## src/rtl/vx_cache_reconfig_ctrl_if.sv

```systemverilog
// Handshake bundle between the reconfiguration controller, the host/CSR
// configuration port, the core request arbiters and the cache flush port.
interface vx_cache_reconfig_ctrl_if #(
    parameter int NUM_REQS = 4
);
    logic                cfg_valid;
    logic [11:0]         cfg_sets;
    logic                cfg_ready;
    logic                cfg_done;
    logic                cfg_error;
    logic [NUM_REQS-1:0] req_fire;
    logic [NUM_REQS-1:0] rsp_fire;
    logic                req_gate;
    logic                flush_valid;
    logic                flush_ready;
    logic                flush_done;

    // Host / cache-cluster side
    modport master (
        output cfg_valid, cfg_sets, req_fire, rsp_fire, flush_ready, flush_done,
        input  cfg_ready, cfg_done, cfg_error, req_gate, flush_valid
    );

    // Controller side
    modport slave (
        input  cfg_valid, cfg_sets, req_fire, rsp_fire, flush_ready, flush_done,
        output cfg_ready, cfg_done, cfg_error, req_gate, flush_valid
    );
endinterface

```

## src/rtl/vx_cache_reconfig_ctrl.sv

```systemverilog
// Runtime owner of the unified cache set count: gates core traffic, drains
// outstanding requests, flushes the cache and only then commits a new value.
module vx_cache_reconfig_ctrl #(
    parameter int NUM_REQS    = 4,
    parameter int MAX_PENDING = 64,
    parameter int MIN_SETS    = 16,
    parameter int MAX_SETS    = 2048,
    parameter int RESET_SETS  = 256
) (
    input  logic                                 clk,
    input  logic                                 reset,
    vx_cache_reconfig_ctrl_if.slave              bus,
    output logic [11:0]                          unified_cache_sets,
    output logic [$clog2(MAX_PENDING+1)-1:0]     pending_cnt,
    output logic                                 busy
);
    localparam int CNT_W = $clog2(MAX_PENDING + 1);

    typedef enum logic [2:0] {
        S_IDLE,
        S_GATE,
        S_DRAIN,
        S_FLUSH,
        S_WAIT,
        S_COMMIT
    } state_t;

    state_t      state;
    state_t      state_next;
    logic [11:0] next_sets;
    logic        err_q;
    logic        done_q;
    logic        accept;
    logic        legal;
    logic        cnt_over;
    logic        cnt_under;
    logic [CNT_W-1:0] cnt_next;
    int          cnt_sum;

    function automatic int popcnt(input logic [NUM_REQS-1:0] v);
        int n;
        n = 0;
        for (int unsigned i = 0; i < NUM_REQS; i++) begin
            n = n + int'(v[i]);
        end
        return n;
    endfunction

    // Legality of the requested set count and the accept strobe
    always_comb begin
        accept = (state == S_IDLE) && bus.cfg_valid;
        legal  = (bus.cfg_sets != '0)
              && ((bus.cfg_sets & (bus.cfg_sets - 12'd1)) == '0)
              && (bus.cfg_sets >= 12'(MIN_SETS))
              && (bus.cfg_sets <= 12'(MAX_SETS));
    end

    // Saturating net in-flight count: requests add, responses subtract
    always_comb begin
        cnt_sum   = int'(pending_cnt) + popcnt(bus.req_fire) - popcnt(bus.rsp_fire);
        cnt_over  = cnt_sum > MAX_PENDING;
        cnt_under = cnt_sum < 0;
        if (cnt_over) begin
            cnt_next = CNT_W'(MAX_PENDING);
        end else if (cnt_under) begin
            cnt_next = '0;
        end else begin
            cnt_next = cnt_sum[CNT_W-1:0];
        end
    end

    // Next-state and Moore outputs of the reconfiguration sequence
    always_comb begin
        state_next      = state;
        bus.cfg_ready   = (state == S_IDLE);
        bus.req_gate    = (state != S_IDLE);
        bus.flush_valid = (state == S_FLUSH);
        bus.cfg_done    = (state == S_COMMIT) || done_q;
        bus.cfg_error   = err_q;
        busy            = (state != S_IDLE);
        case (state)
            S_IDLE:   if (accept && legal && (bus.cfg_sets != unified_cache_sets)) state_next = S_GATE;
            S_GATE:   state_next = S_DRAIN;
            S_DRAIN:  if ((pending_cnt == '0) && (bus.req_fire == '0)) state_next = S_FLUSH;
            S_FLUSH:  if (bus.flush_ready) state_next = S_WAIT;
            S_WAIT:   if (bus.flush_done) state_next = S_COMMIT;
            S_COMMIT: state_next = S_IDLE;
            default:  state_next = S_IDLE;
        endcase
    end

    // State register
    always_ff @(posedge clk or negedge reset) begin
        if (!reset) begin
            state <= S_IDLE;
        end else begin
            state <= state_next;
        end
    end

    // Pending counter register, updated in every state
    always_ff @(posedge clk or negedge reset) begin
        if (!reset) begin
            pending_cnt <= '0;
        end else begin
            pending_cnt <= cnt_next;
        end
    end

    // Request outcome pulses, staged target value and committed set count
    always_ff @(posedge clk or negedge reset) begin
        if (!reset) begin
            unified_cache_sets <= 12'(RESET_SETS);
            next_sets          <= '0;
            err_q              <= 1'b0;
            done_q             <= 1'b0;
        end else begin
            err_q  <= accept && !legal;
            done_q <= accept && legal && (bus.cfg_sets == unified_cache_sets);
            if ((state == S_IDLE) && (state_next == S_GATE)) begin
                next_sets <= bus.cfg_sets;
            end
            if ((state == S_WAIT) && bus.flush_done) begin
                unified_cache_sets <= next_sets;
            end
        end
    end

    // Counter must never leave its range; gated lanes must stay quiet after GATE
    assert property (@(posedge clk) disable iff (!reset) !(cnt_over || cnt_under));
    assert property (@(posedge clk) disable iff (!reset)
        !(((state == S_DRAIN) || (state == S_FLUSH) || (state == S_WAIT) || (state == S_COMMIT))
          && (bus.req_fire != '0)));
endmodule

```

## src/flat_wrapper.sv

```systemverilog
// flat-port wrapper written by rule: the top's interface ports become plain ports
module vx_cache_reconfig_ctrl_flat 
#(
    parameter int NUM_REQS    = 4,
    parameter int MAX_PENDING = 64,
    parameter int MIN_SETS    = 16,
    parameter int MAX_SETS    = 2048,
    parameter int RESET_SETS  = 256
)
  (clk, reset, unified_cache_sets, pending_cnt, busy, bus_cfg_valid, bus_cfg_sets, bus_req_fire, bus_rsp_fire, bus_flush_ready, bus_flush_done, bus_cfg_ready, bus_cfg_done, bus_cfg_error, bus_req_gate, bus_flush_valid);
  vx_cache_reconfig_ctrl_if #(.NUM_REQS(NUM_REQS)) bus_i ();
  input  logic clk;
  input  logic reset;
  output logic [11:0] unified_cache_sets;
  output logic [$clog2(MAX_PENDING+1)-1:0] pending_cnt;
  output logic busy;
  input wire logic [$bits(bus_i.cfg_valid)-1:0] bus_cfg_valid;
  input wire logic [$bits(bus_i.cfg_sets)-1:0] bus_cfg_sets;
  input wire logic [$bits(bus_i.req_fire)-1:0] bus_req_fire;
  input wire logic [$bits(bus_i.rsp_fire)-1:0] bus_rsp_fire;
  input wire logic [$bits(bus_i.flush_ready)-1:0] bus_flush_ready;
  input wire logic [$bits(bus_i.flush_done)-1:0] bus_flush_done;
  output wire logic [$bits(bus_i.cfg_ready)-1:0] bus_cfg_ready;
  output wire logic [$bits(bus_i.cfg_done)-1:0] bus_cfg_done;
  output wire logic [$bits(bus_i.cfg_error)-1:0] bus_cfg_error;
  output wire logic [$bits(bus_i.req_gate)-1:0] bus_req_gate;
  output wire logic [$bits(bus_i.flush_valid)-1:0] bus_flush_valid;
  assign bus_i.cfg_valid = bus_cfg_valid;
  assign bus_i.cfg_sets = bus_cfg_sets;
  assign bus_i.req_fire = bus_req_fire;
  assign bus_i.rsp_fire = bus_rsp_fire;
  assign bus_i.flush_ready = bus_flush_ready;
  assign bus_i.flush_done = bus_flush_done;
  assign bus_cfg_ready = bus_i.cfg_ready;
  assign bus_cfg_done = bus_i.cfg_done;
  assign bus_cfg_error = bus_i.cfg_error;
  assign bus_req_gate = bus_i.req_gate;
  assign bus_flush_valid = bus_i.flush_valid;
  vx_cache_reconfig_ctrl #(.NUM_REQS(NUM_REQS), .MAX_PENDING(MAX_PENDING), .MIN_SETS(MIN_SETS), .MAX_SETS(MAX_SETS), .RESET_SETS(RESET_SETS)) u_core (.clk(clk), .reset(reset), .bus(bus_i), .unified_cache_sets(unified_cache_sets), .pending_cnt(pending_cnt), .busy(busy));
endmodule
```

## config.mk

```make
export PLATFORM = sky130hd
export DESIGN_NAME = vx_cache_reconfig_ctrl_flat
export DESIGN_NICKNAME = d
export VERILOG_FILES = /design/src/rtl/vx_cache_reconfig_ctrl_if.sv /design/src/rtl/vx_cache_reconfig_ctrl.sv /design/src/flat_wrapper.sv
export SDC_FILE = /design/constraint.sdc
export NUM_CORES = 1
export LEC_CHECK = 0
export CORE_ASPECT_RATIO = 1.1
export CORE_MARGIN = 3
export CORE_UTILIZATION = 50
export CTS_CLUSTER_DIAMETER = 200
export DETAILED_ROUTE_END_ITERATION = 16
export DONT_BUFFER_PORTS = 1
export GPL_TIMING_DRIVEN = 0
export HOLD_SLACK_MARGIN = 0.06
export SKIP_CTS_REPAIR_TIMING = 1
export SLEW_MARGIN = 30
export SYNTH_ARGS = -nofsm -noshare
export SYNTH_HDL_FRONTEND = slang
export SYNTH_SLANG_ARGS = --single-unit
```

## constraint.sdc

```tcl
create_clock -name clk -period 4.65 [get_ports clk]
set_input_delay 0.6975 -clock clk [delete_from_list [all_inputs] [get_ports clk]]
set_output_delay 0.6975 -clock clk [all_outputs]
set_load 0.1 [all_outputs]
```

==> results.json <==
{
  "synthCells": 212,
  "hp-class": "primary input to async pin",
  "ys.warnings.count": 0,
  "rsz0062_at_grt": "false",
  "synth_area_per_cell_sq_um": 10.7,
  "wl_met3_um": 266,
  "dieArea_sq_um": 5380,
  "worstPathArrival_ns": 4.59,
  "drt-wirelength-per-cell_um": 17.4,
  "routed-wl-met2_um": 2670,
  "ys_types": 47,
  "via_per_inst": 5.64,
  "io_buffer_count": 0,
  "period_share_pct": 94.7,
  "top_layer_used": "met4",
  "slowest_delay_ns": 0.63,
  "routed_wl_um": 4860,
  "maxCapViolCount": 0,
  "syn_to_final_growth_pct": 12.6,
  "grt_pass1_vias": 1661,
  "r2r-start": "u_core.pending_cnt[1]",
  "path_class": "flop to flop",
  "p_seq_share_pct": 36.4,
  "cts_buffers": 5,
  "fin_ws_ns": 0.248,
  "p_per_area_nw_per_um2": 473,
  "die_w_um": 70.2,
  "switchingPower_mw": 0.551,
  "ys_ff_latch": 36,
  "setup_violations": 0,
  "num_antenna_cells": 0,
  "dr.pass1.iters": 6,
  "worstPathRequired_ns": 4.83,
  "final_cell_area_sq_um": 2550,
  "cp_top_family": "adder cells",
  "die_h_um": 76.6,
  "drive_gt1_share_pct": 23.5,
  "synth_edf_count": 0,
  "cts_tree": "yes",
  "final_hold_viol_count": 0,
  "slew_headroom_pct": 32.4,
  "postRouteAntennaNets": 0,
  "vdd_drop_max_uv": 241,
  "critPathSlowestCell": "dfrtp_4",
  "r2r_end": "u_core.pending_cnt[2]",
  "clock.fmax_mhz": 227,
  "overflow": 0,
  "syn_nets": 259,
  "cts_root_buf": "clkbuf_8",
  "crit_buf_inv": 3,
  "syn_area_sq_um": 2270,
  "gp_congestion": 0.871,
  "slew_violations": 0,
  "p_int_mw": 0.655,
  "grt_pass1_wl_um": 8120,
  "core.rowCount": 25,
  "reg2regPathDepth": 17,
  "critPathLaunchType": "flop",
  "first_iter_violations": 115,
  "placed_cell_area_sq_um": 2400,
  "crit_chain": "fa_1 -> inv_1 -> ha_1 -> inv_1 -> fa_1 -> ha_1 -> inv_1 -> fa_1 -> nor2b_1 -> o21ai_1 -> a21o_1 -> a21oi_2 -> nor2_1 -> ha_1 -> o31ai_1 -> a211oi_2 -> nor4b_2",
  "finalCriticalPeriod_ns": 4.40,
  "dp_hpwl_um": 3750,
  "status": "complete, no violations",
  "cts.path.max_buffers": 2,
  "ys_seq_area_share_pct": 39.8,
  "fin_nets": 272,
  "clkTransAtPathRegs_ns": 0.08,
  "sw_frac_of_total_pct": 45.7,
  "power_mw": 1.21,
  "antenna_found_initial": 0,
  "grt_usage_pct": 19.2,
  "pwr-share-comb_pct": 44.8,
  "drc": 0,
  "async_flop_share_pct": 100,
  "clk-insertion-delay-late_ns": 0.29,
  "clock_sinks": 36,
  "skew_ns": 0.0125,
  "grt_max_degree": 37,
  "via_count": 1580,
  "initial_core_util_pct": 52.1,
  "core_area_sq_um": 4350,
  "fin_util_pct": 58.7,
  "cts.htree.levels": 2,
  "place_ws_ns": -0.247,
  "power_frac_clock_pct": 18.8,
  "drt-met1-wl_um": 1820,
  "cp-end-kind": "flop",
  "ys.flop_type": "dfrtp_1",
  "io_pins": 50,
  "worst_slew_pin_slew_ns": 1.01,
  "power_leakage_nw": 1.27,
  "fin_tns_setup_ns": 0,
  "ff2ff_setup_slack_ns": 0.25,
  "cp_max_fo": 4
}
## kinds of logic after synthesis
logic type      Yosys count  share of synthesized area (%)
simple gates             55                           14.2
buf+inv                  36                           6.46
flops                    36                           39.8
compound gates           26                           8.01
fa+ha+maj                23                           14.6
mux                      20                           10.8
xor+xnor                 16                           6.18
## registers in the layout, summed over array words and instances, names as in the netlist
| register | flops |
|---|---|
| u_core.pending_cnt | 7 |
| u_core.next_sets | 12 |
| u_core.done_q | 1 |
| u_core.state | 3 |
| u_core.unified_cache_sets | 12 |
| u_core.bus.cfg_error | 1 |
## through the flow
stage	cells	hold slack, ns
floorplan	212	0.402
finish	280	0.0916
global route	280	0.0778
global placement	266	0.403
detailed placement	269	0.403
CTS	277	0.0841
## how the worst max path moves through the flow
stage	slack, ns	cells after the start	endpoint	startpoint
6_report	0.25	17	u_core.pending_cnt[2]	u_core.pending_cnt[1]
4_1_cts	-0.29	17	u_core.pending_cnt[2]	u_core.pending_cnt[1]
2_1_floorplan	0.20	17	u_core.pending_cnt[2]	u_core.pending_cnt[1]
5_1_grt	0.02	17	u_core.pending_cnt[2]	u_core.pending_cnt[1]
3_3_place_gp	-0.21	17	u_core.pending_cnt[2]	u_core.pending_cnt[1]
3_5_place_dp	-0.25	17	u_core.pending_cnt[2]	u_core.pending_cnt[1]
## power groups by stage
stage               registers (mW)  clock network (mW)  logic, mW
detailed placement           0.446                   0      0.472
floorplan                    0.433                   0      0.368
finish                       0.439               0.227      0.540
CTS                          0.440               0.233      0.474
global placement             0.442                   0      0.425
global route                 0.443               0.248      0.595
## layout by cell type, fill, tap and decap left out, types with 3 or more instances in the layout
master | Yosys | final
ha_1 | 16 | 16
inv_1 | 30 | 30
clkbuf_8 | 0 | 6
mux2_4 | 5 | 5
fa_1 | 6 | 6
buf_4 | 1 | 4
nor2b_1 | 3 | 3
clkbuf_1 | 3 | 3
nand2_1 | 6 | 5
a21oi_1 | 7 | 6
and2_1 | 4 | 4
xor2_1 | 14 | 14
nand3_1 | 3 | 3
nor2_1 | 13 | 12
mux2_2 | 15 | 15
nor3_1 | 6 | 5
dfrtp_1 | 35 | 32
nor4_1 | 5 | 5
## worst register-to-register path, cell delays in order, from the launching register on
cell and delay (ns):
dfrtp_4 0.63, fa_1 0.56, inv_1 0.04, ha_1 0.26
inv_1 0.05, fa_1 0.54, ha_1 0.18, inv_1 0.06
fa_1 0.40, nor2b_1 0.12, o21ai_1 0.10, a21o_1 0.20
a21oi_2 0.13, nor2_1 0.05, ha_1 0.28, o31ai_1 0.10
a211oi_2 0.32, nor4b_2 0.28
## synthesized netlist by cell type (2+ instances only)
master | count | area, sq um
and2_1 | 4 | 25.0
nor2b_1 | 3 | 18.8
o211ai_1 | 2 | 15.0
fa_1 | 6 | 120
mux2_2 | 15 | 169
nand2_1 | 6 | 22.5
xnor2_1 | 2 | 17.5
a2111oi_0 | 2 | 17.5
a21oi_1 | 7 | 35.0
inv_1 | 30 | 113
dfrtp_1 | 35 | 876
nor2_1 | 13 | 48.8
ha_1 | 16 | 200
clkbuf_1 | 3 | 11.3
nor4b_1 | 2 | 17.5
a21o_1 | 2 | 15.0
o21ai_0 | 2 | 10.0
xor2_1 | 14 | 123
a211oi_1 | 3 | 22.5
mux2_4 | 5 | 75.1
nor3_1 | 6 | 30.0
nor3b_1 | 2 | 15.0
and3_1 | 2 | 12.5
nand3_1 | 3 | 15.0
nor4_1 | 5 | 31.3
## metal layers
metal  track usage, %  up-vias
li1                 -      751
met1             20.8      772
met2             35.4       47
met3             5.28       10
met4             6.51        0
met5                0        -
## area by class of cell
cell class,count,area [sq um]
plain buffers,6,33.8
clock buffers,6,82.6
clock inverters,2,10.0
fillers,379,1800
inverters,30,113
multi-input cells,140,1270
flip-flops and latches,36,908
well taps,54,67.6
repair buffers,6,68.8
Note: power is estimated with default switching activity, not from simulation.
